==> src/rtl/led_pattern_gen.sv <==
`default_nettype none
// ============================================================================
// led_pattern_gen : step-rate LED sequencer with 4 patterns, PWM dimming and
//                   selectable output polarity.
// Revision: 1.0
// ============================================================================
module led_pattern_gen #(
   parameter int CLK_HZ         = 27000000,
   parameter int STEP_HZ        = 4,
   parameter int NUM_LEDS       = 6,
   parameter int PWM_BITS       = 4,
   parameter bit LED_ACTIVE_LOW = 1'b1
) (
   input  logic                clk,
   input  logic                rst_n,
   input  logic                en,
   input  logic [1:0]          mode,
   input  logic [PWM_BITS-1:0] brightness,
   output logic [NUM_LEDS-1:0] led,
   output logic                step_pulse
);

   localparam int DIV = CLK_HZ / STEP_HZ;
   localparam int PRESC_W = (DIV > 1) ? $clog2(DIV) : 1;
   localparam logic [PRESC_W-1:0]  PRESC_MAX = PRESC_W'(DIV - 1);
   localparam logic [PRESC_W-1:0]  PRESC_ONE = PRESC_W'(1);
   localparam logic [PWM_BITS-1:0] PWM_ONE   = PWM_BITS'(1);
   localparam logic [NUM_LEDS-1:0] PAT_ONE   = NUM_LEDS'(1);
   localparam logic [NUM_LEDS-1:0] LED_OFF   = LED_ACTIVE_LOW ? {NUM_LEDS{1'b1}} : {NUM_LEDS{1'b0}};

   localparam logic [1:0] MODE_BIN  = 2'b00;
   localparam logic [1:0] MODE_ROT  = 2'b01;
   localparam logic [1:0] MODE_BNC  = 2'b10;

   typedef enum logic {
      DIR_UP   = 1'b0,
      DIR_DOWN = 1'b1
   } dir_t;

   logic [PRESC_W-1:0]  presc_q, presc_d;
   logic [PWM_BITS-1:0] pwm_q, pwm_d;
   logic [NUM_LEDS-1:0] pat_q, pat_d;
   dir_t                dir_q, dir_d;
   logic                fill_q, fill_d;
   logic [1:0]          mode_q, mode_d;
   logic                step_pulse_q, step_pulse_d;
   logic [NUM_LEDS-1:0] led_q, led_d;

   logic                reload;
   logic                tick;
   logic                gate;
   logic [NUM_LEDS-1:0] on_mask;
   logic [NUM_LEDS-1:0] seed;
   logic [NUM_LEDS-1:0] pat_step;
   dir_t                dir_step;
   logic                fill_step;

   // Pattern successor for the mode currently in effect.
   always_comb begin
      pat_step  = pat_q;
      dir_step  = dir_q;
      fill_step = fill_q;
      case (mode_q)
         MODE_BIN: pat_step = pat_q + PAT_ONE;
         MODE_ROT: pat_step = {pat_q[NUM_LEDS-2:0], pat_q[NUM_LEDS-1]};
         MODE_BNC: begin
            if (dir_q == DIR_UP) begin
               pat_step = pat_q << 1;
               if (pat_step[NUM_LEDS-1]) dir_step = DIR_DOWN;
            end else begin
               pat_step = pat_q >> 1;
               if (pat_step[0]) dir_step = DIR_UP;
            end
         end
         default: begin
            pat_step = {pat_q[NUM_LEDS-2:0], fill_q};
            if (&pat_step) begin
               fill_step = 1'b0;
            end else if (~|pat_step) begin
               fill_step = 1'b1;
            end
         end
      endcase
   end

   always_comb begin
      seed = '0;
      if (mode == MODE_ROT || mode == MODE_BNC) seed = PAT_ONE;
   end

   // A mode change reloads state and swallows any step due on the same edge.
   always_comb begin
      reload       = (mode != mode_q);
      tick         = en && (presc_q == PRESC_MAX) && !reload;
      mode_d       = mode;
      presc_d      = presc_q;
      pat_d        = pat_q;
      dir_d        = dir_q;
      fill_d       = fill_q;
      step_pulse_d = tick;
      pwm_d        = pwm_q + PWM_ONE;

      if (reload) begin
         presc_d = '0;
         pat_d   = seed;
         dir_d   = DIR_UP;
         fill_d  = 1'b1;
      end else if (en) begin
         presc_d = (presc_q == PRESC_MAX) ? '0 : presc_q + PRESC_ONE;
         if (tick) begin
            pat_d  = pat_step;
            dir_d  = dir_step;
            fill_d = fill_step;
         end
      end

      gate    = (&brightness) || (pwm_q < brightness);
      on_mask = pat_q & {NUM_LEDS{gate}};
      led_d   = LED_ACTIVE_LOW ? ~on_mask : on_mask;
   end

   always_ff @(posedge clk or negedge rst_n) begin
      if (!rst_n) begin
         presc_q      <= '0;
         pwm_q        <= '0;
         pat_q        <= '0;
         dir_q        <= DIR_UP;
         fill_q       <= 1'b1;
         mode_q       <= MODE_BIN;
         step_pulse_q <= 1'b0;
         led_q        <= LED_OFF;
      end else begin
         presc_q      <= presc_d;
         pwm_q        <= pwm_d;
         pat_q        <= pat_d;
         dir_q        <= dir_d;
         fill_q       <= fill_d;
         mode_q       <= mode_d;
         step_pulse_q <= step_pulse_d;
         led_q        <= led_d;
      end
   end

   assign led        = led_q;
   assign step_pulse = step_pulse_q;

endmodule
`default_nettype wire
==> config.mk <==
export PLATFORM = sky130hd
export DESIGN_NAME = led_pattern_gen
export DESIGN_NICKNAME = d
export VERILOG_FILES = /design/src/rtl/led_pattern_gen.sv
export SDC_FILE = /design/constraint.sdc
export NUM_CORES = 1
export LEC_CHECK = 0
export CAP_MARGIN = 30
export CORE_ASPECT_RATIO = 0.8
export CORE_MARGIN = 10
export CORE_UTILIZATION = 50
export CTS_BUF_LIST = sky130_fd_sc_hd__clkbuf_8 sky130_fd_sc_hd__clkbuf_16
export CTS_CLUSTER_SIZE = 14
export DETAILED_ROUTE_END_ITERATION = 8
export PLACE_DENSITY = 0.75
export SLEW_MARGIN = 10
export SYNTH_ARGS = -nofsm -noshare
export SYNTH_HDL_FRONTEND = slang
export SYNTH_SLANG_ARGS = --single-unit
==> constraint.sdc <==
create_clock -name clk -period 2 [get_ports clk]
set_clock_uncertainty 0.15 [all_clocks]
set_input_delay 0.4 -clock clk [delete_from_list [all_inputs] [get_ports clk]]
set_output_delay 0.4 -clock clk [all_outputs]
set_load 0.005 [all_outputs]
==> results.json, run 1 <==
{
  "ff_latch_area_mm2": 0.001110,
  "grt_pass1_vias": 2195,
  "dp_hpwl_um": 4674,
  "ant_nets": 0,
  "final_area_mm2": 0.003262,
  "core.rowCount": 23,
  "die_x_um": 99.96,
  "synth_adder_area_share_pct": 3.425,
  "synth_edf_count": 0,
  "h-tree-depth": 2,
  "dpl-instance-area_mm2": 0.003038,
  "wl_per_cell_um": 16.31,
  "drc": 0,
  "cap_violations": 0,
  "drive_gt1_share_pct": 26.75,
  "synthMuxAreaShare_pct": 0.3914,
  "wl_um": 6379,
  "period_needed_ps": 1994,
  "p_leak_nw": 1.321,
  "viasPerCell": 5.775,
  "yosys_warnings": 0,
  "grt_pass1_wl_um": 10880,
  "syn_area_per_cell_um2": 9.199,
  "postCtsSetupBuffers": 0,
  "finalPower_mw": 1.788,
  "grt_max_degree": 27,
  "die-area_mm2": 0.008394,
  "whs_ps": 324.3,
  "required_ps": 2040,
  "slew_headroom_pct": 61.06,
  "synth_top_family_by_area": "simple AND/OR/NAND/NOR gates",
  "ys.flop_type": "dfrtp_1",
  "setup_slack_ps": 6.148,
  "pre_cts_ws_ps": -360.6,
  "cts_tree": "yes",
  "synth-seq-area-share_pct": 43.40,
  "powerDensity_mw_per_mm2": 548.1,
  "synth_simple_gate_area_share_pct": 28.52,
  "outcome": "finished clean",
  "area_growth_pct": 27.54,
  "initial_core_util_pct": 51.37,
  "synth_xor_xnor_area_share_pct": 7.534,
  "cp-end-kind": "flip-flop",
  "clock-root-buffer": "clkbuf_8",
  "worst_slew_pin_slew_ps": 584.0,
  "track_usage_pct": 15.63,
  "core_mm2": 0.004979,
  "clk_pin_slew_ps": 80,
  "synthCells": 278,
  "final_cell_mix": "42 x buf_4, 37 x dfrtp_1, 25 x nand2_1",
  "io_buffers": 15,
  "antennaDiodeCount": 0,
  "synth_area_mm2": 0.002557,
  "fin_setup_tns_ps": 0,
  "die_h_um": 83.97,
  "gp_congestion": 0.9185,
  "drtIter0Drc": 159,
  "cts_buffers": 5,
  "layout_commonest_cell": "buf_4",
  "slew_violations": 0,
  "antenna_found_initial": 0,
  "async_flop_share_pct": 100.0,
  "hold_violations": 0,
  "post-route-period-util_pct": 99.69,
  "numClockSinks": 44,
  "vias": 2258,
  "clk_latency_ps": 300,
  "synth.net_count": 294,
  "worstPathArrival_ps": 2040,
  "multi_input_area_mm2": 0.001446,
  "ys_types": 52,
  "fmax_mhz": 501.5,
  "drt_first_pass_iters": 4,
  "worstSetupPathType": "in2reg",
  "ys_ff_latch": 44,
  "overflow": 0,
  "finalSetupViolCount": 0,
  "cts_buffer_depth": 2,
  "critical_path.max_fanout": 7,
  "cp-start-kind": "input pin",
  "synth_compound_area_share_pct": 12.48,
  "num-fill-cells": 388,
  "ioPinCount": 16,
  "hold_class": "reg2reg",
  "rsz0062_at_grt": "true",
  "vdd_drop_max_mv": 0.4086,
  "nNetsFinal": 344
}
critical path, stage by stage:
cell and delay (ps):
clkdlybuf4s50_1 470, xor2_2 240, o311ai_4 560, nor4_2 110, xnor2_1 220, nor2_2 40
state kept, by name, summed over array words and instances, names as in the netlist:
register,flops
fill_q,1
led,6
step_pulse,1
pwm_q,4
mode_q,2
presc_q,23
dir_q,1
pat_q,6
stage by stage:
step	std cells	util (%)
4_1_cts	391	64.06
5_1_grt	391	65.52
3_5_place_dp	382	61.02
3_3_place_gp	382	61.02
6_report	391	65.52
2_1_floorplan	278	-
Yosys cell counts (2+ instances only):
cell type   n  share of area [%]
nor4_1      8                2.0
nand4b_1    4                1.4
nor2_2      4               0.98
clkbuf_1   11                1.6
dfstp_2     7                7.2
or3_1       2               0.49
nand3b_1    2               0.59
xor2_1     10                3.4
nand3_1    20                3.9
or2_2       3               0.73
a21oi_1    11                2.2
a211oi_1    2               0.59
ha_1        7                3.4
nand4_1     9                2.2
o21a_1      2               0.59
and2_1      3               0.73
buf_2       3               0.59
nand2b_1    3               0.73
and4_1      2               0.69
nand2_1    25                3.7
a311oi_1    3                1.0
nor3_1      8                1.6
o21ai_0     6                1.2
inv_1      10                1.5
nor4b_1     2               0.69
o31ai_1     4                1.2
xnor2_1    12                4.1
or4_1       2               0.59
dfrtp_1    37                 36
a21boi_0    2               0.59
and3_1      5                1.2
a31oi_1     5                1.2
nor2_1     25                3.7
metal layers:
layer	track usage (%)	vias up	wire (um)
met3	3.560	9	316
met4	4.941	0	93
met5	0	-	0
li1	-	1104	-
met2	22.67	66	2812
met1	22.10	1079	3156
path summary, 6_finish.rpt:
kind	from	endpoint	slack (ps)	cells past startpoint
setup reg to reg	presc_q[19]	pat_q[2]	20	5
hold / removal	pwm_q[0]	pwm_q[0]	320	1
max in group asynchronous	rst_n	presc_q[11]	640	3
min in group asynchronous	rst_n	pwm_q[0]	480	2
hold reg to reg	pwm_q[0]	pwm_q[0]	320	1
setup / recovery	mode[1]	presc_q[19]	6	6
power by group:
part,leakage (nW),internal (mW),total [mW],switching (mW)
Sequential,0.579,0.903,0.916,0.0129
Clock,0.0614,0.408,0.710,0.302
Combinational,0.681,0.0626,0.162,0.0994
Total,1.32,1.37,1.79,0.415
cells by family (layout without fill, tap and decap cells):
family	Yosys count	after routing
AND/OR/NAND/NOR	135	135
multiplexers	1	1
XOR/XNOR	22	22
buffers and inverters	25	76
AO/OA/AOI/OAI	44	44
flip-flops	44	44
adder cells (fa/ha/maj)	7	7
timing repair:
| action | 4_1_cts | 5_1_grt |
|---|---|---|
| pin swaps | 0 | 3 |
| endpoints found under the hold margin | 17 | 0 |
| hold buffers | 1 | 0 |
| resized for setup | 5 | 12 |
| endpoints found under the setup margin | 14 | 18 |
final cells by class:
cell class	count	area share, %
clock inverters	2	1.189
well taps	62	2.378
repair buffers	58	14.38
flip-flops and latches	44	34.02
inverters	10	1.151
clock buffers	6	2.532
multi-input cells	209	44.34
Power figures use the tool's default switching activity.
==> run 2, diff against run 1 <==
--- a/config.mk
+++ b/config.mk
@@ -9,7 +9,6 @@
 export CORE_ASPECT_RATIO = 0.8
 export CORE_MARGIN = 10
 export CORE_UTILIZATION = 50
-export CTS_BUF_LIST = sky130_fd_sc_hd__clkbuf_8 sky130_fd_sc_hd__clkbuf_16
 export CTS_CLUSTER_SIZE = 14
 export DETAILED_ROUTE_END_ITERATION = 8
 export PLACE_DENSITY = 0.75
==> results of run 2 <==
Final layout, timing and power as in run 1 (identical DEF).
==> run 3, diff against run 2 <==
--- a/config.mk
+++ b/config.mk
@@ -5,11 +5,8 @@
 export SDC_FILE = /design/constraint.sdc
 export NUM_CORES = 1
 export LEC_CHECK = 0
-export CAP_MARGIN = 30
-export CORE_ASPECT_RATIO = 0.8
 export CORE_MARGIN = 10
 export CORE_UTILIZATION = 50
-export CTS_CLUSTER_SIZE = 14
 export DETAILED_ROUTE_END_ITERATION = 8
 export PLACE_DENSITY = 0.75
 export SLEW_MARGIN = 10
==> run 3 against run 2 <==
The flow now finishes with violations (negative setup slack). Combinational power increased by 13%. Sequential share of layout area decreased by 0.17 points. Sequential cell count unchanged. Total power rose by 2.3%. Maximum frequency shrank 2.5%. Global-route usage decreased by 0.074 points. Largest power group unchanged.
==> results.json, run 3 (synthesized netlist as in run 1, its figures left out) <==
{
  "wl_per_cell_um": 16.14,
  "slew_violations": 0,
  "cp-start-kind": "flip-flop",
  "vdd_drop_max_mv": 0.3092,
  "regMostFlops": "presc_q",
  "numClockSinks": 44,
  "hold_violations": 0,
  "worstSetupPathType": "reg2reg",
  "ff_latch_area_mm2": 0.001110,
  "outcome": "finished with violations",
  "die_x_um": 91.52,
  "largest_reg_flops": 23,
  "required_ps": 2050,
  "setup_slack_ps": -44.17,
  "drive_gt1_share_pct": 26.44,
  "area_growth_pct": 28.18,
  "period_needed_ps": 2044,
  "rsz0062_at_grt": "true",
  "drt_first_pass_iters": 4,
  "grt_pass1_wl_um": 10920,
  "antenna_found_initial": 0,
  "whs_ps": 323.7,
  "clk_latency_ps": 310,
  "crit_path_start": "presc_q[16]",
  "dp_hpwl_um": 4548,
  "core.rowCount": 25,
  "track_usage_pct": 15.55,
  "slew_headroom_pct": 60.45,
  "worst_slew_pin_slew_ps": 592.6,
  "drtIter0Drc": 189,
  "wl_um": 6391,
  "io_buffers": 15,
  "cap_violations": 0,
  "antennaDiodeCount": 0,
  "finalSetupViolCount": 12,
  "cts_tree": "yes",
  "clock-root-buffer": "clkbuf_8",
  "p_leak_nw": 1.318,
  "cp-end-kind": "flip-flop",
  "grt_max_degree": 25,
  "ant_nets": 0,
  "final_cell_mix": "39 x buf_4, 37 x dfrtp_1, 25 x nand2_1",
  "cts_buffers": 5,
  "critPathSlowestCell": "or4_4",
  "multi_input_area_mm2": 0.001435,
  "path_cells": "nor4b_2 > nand4_1 > or4_4 > buf_12 > nand2_8 > nor2_2",
  "grt_pass1_vias": 2303,
  "num-fill-cells": 385,
  "worstPathArrival_ps": 2090,
  "overflow": 0,
  "nNetsFinal": 344,
  "final_util_pct": 67.61,
  "die_h_um": 91.52,
  "max_stage_delay_ps": 580,
  "h-tree-depth": 2,
  "fin_setup_tns_ps": -384.0,
  "fmax_mhz": 489.2,
  "gp_congestion": 0.9006,
  "layout_commonest_cell": "buf_4",
  "powerDensity_mw_per_mm2": 557.7,
  "ioPinCount": 16,
  "vias": 2265,
  "core_mm2": 0.004848,
  "hold_class": "reg2reg",
  "clk_pin_slew_ps": 80,
  "viasPerCell": 5.720,
  "initial_core_util_pct": 52.75,
  "die-area_mm2": 0.008376,
  "worstHoldStart": "pwm_q[0]",
  "violations": "negative setup slack",
  "critical_path.max_fanout": 6,
  "cts_buffer_depth": 2,
  "post-route-period-util_pct": 102.2,
  "r2r-start": "presc_q[16]",
  "drc": 0
}
-- run 3: final timing paths --
path,to,slack [ps],depth (start not counted)
max in group asynchronous,led[4],710,3
min in group asynchronous,pat_q[3],420,2
min reg2reg,pwm_q[0],320,1
max reg2reg,presc_q[15],-40,6
max,presc_q[15],-40,6
min,pwm_q[0],320,1
-- run 3: cell type report --
| type | count | share of cell area, % |
|---|---|---|
| sequential | 44 | 33.85 |
| clock inverter | 2 | 1.183 |
| timing repair buffer | 57 | 14.96 |
| multi-input combinational | 210 | 43.78 |
| inverter | 10 | 1.145 |
| tap | 67 | 2.557 |
| clock buffer | 6 | 2.519 |
-- run 3: report_power, final --
group,switching [mW],internal [mW]
Combinational,0.109,0.0738
Clock,0.324,0.409
Sequential,0.00946,0.903
Total,0.443,1.39
-- run 3: repair_timing --
action | in CTS | in global routing
setup buffers | 0 | 1
setup endpoints to repair | 9 | 17
hold buffers | 1 | 0
gates resized for setup | 5 | 12
cloned | 0 | 1
pin swaps | 0 | 6
hold endpoints to repair | 16 | 0
-- run 3: worst max-delay path: cells and delay by family, from the launching register on --
kind / cells / cell delay [ps]
buf+inv: 1 / 170
flops: 1 / 420
simple gates: 5 / 1190
-- run 3: through the flow --
step           instances  total power, mW  setup WS [ps]  instance area, um^2
5_1_grt              396            1.898         -118.5                 3278
4_1_cts              394            1.827         -3.124                 3202
3_5_place_dp         385            1.101         -354.6                 3042
3_3_place_gp         385            1.096         -333.3                 3042
2_1_floorplan        278            1.016          2.562                 2577
6_report             396            1.828         -44.17                 3278
-- run 3: metal layers --
| metal | GRT usage [%] | routed length, um | up-vias |
|---|---|---|---|
| met5 | 0 | 0 | - |
| met4 | 4.700 | 59 | 0 |
| met3 | 3.292 | 327 | 7 |
| met2 | 26.07 | 3122 | 63 |
| met1 | 19.48 | 2883 | 1095 |
| li1 | - | - | 1100 |
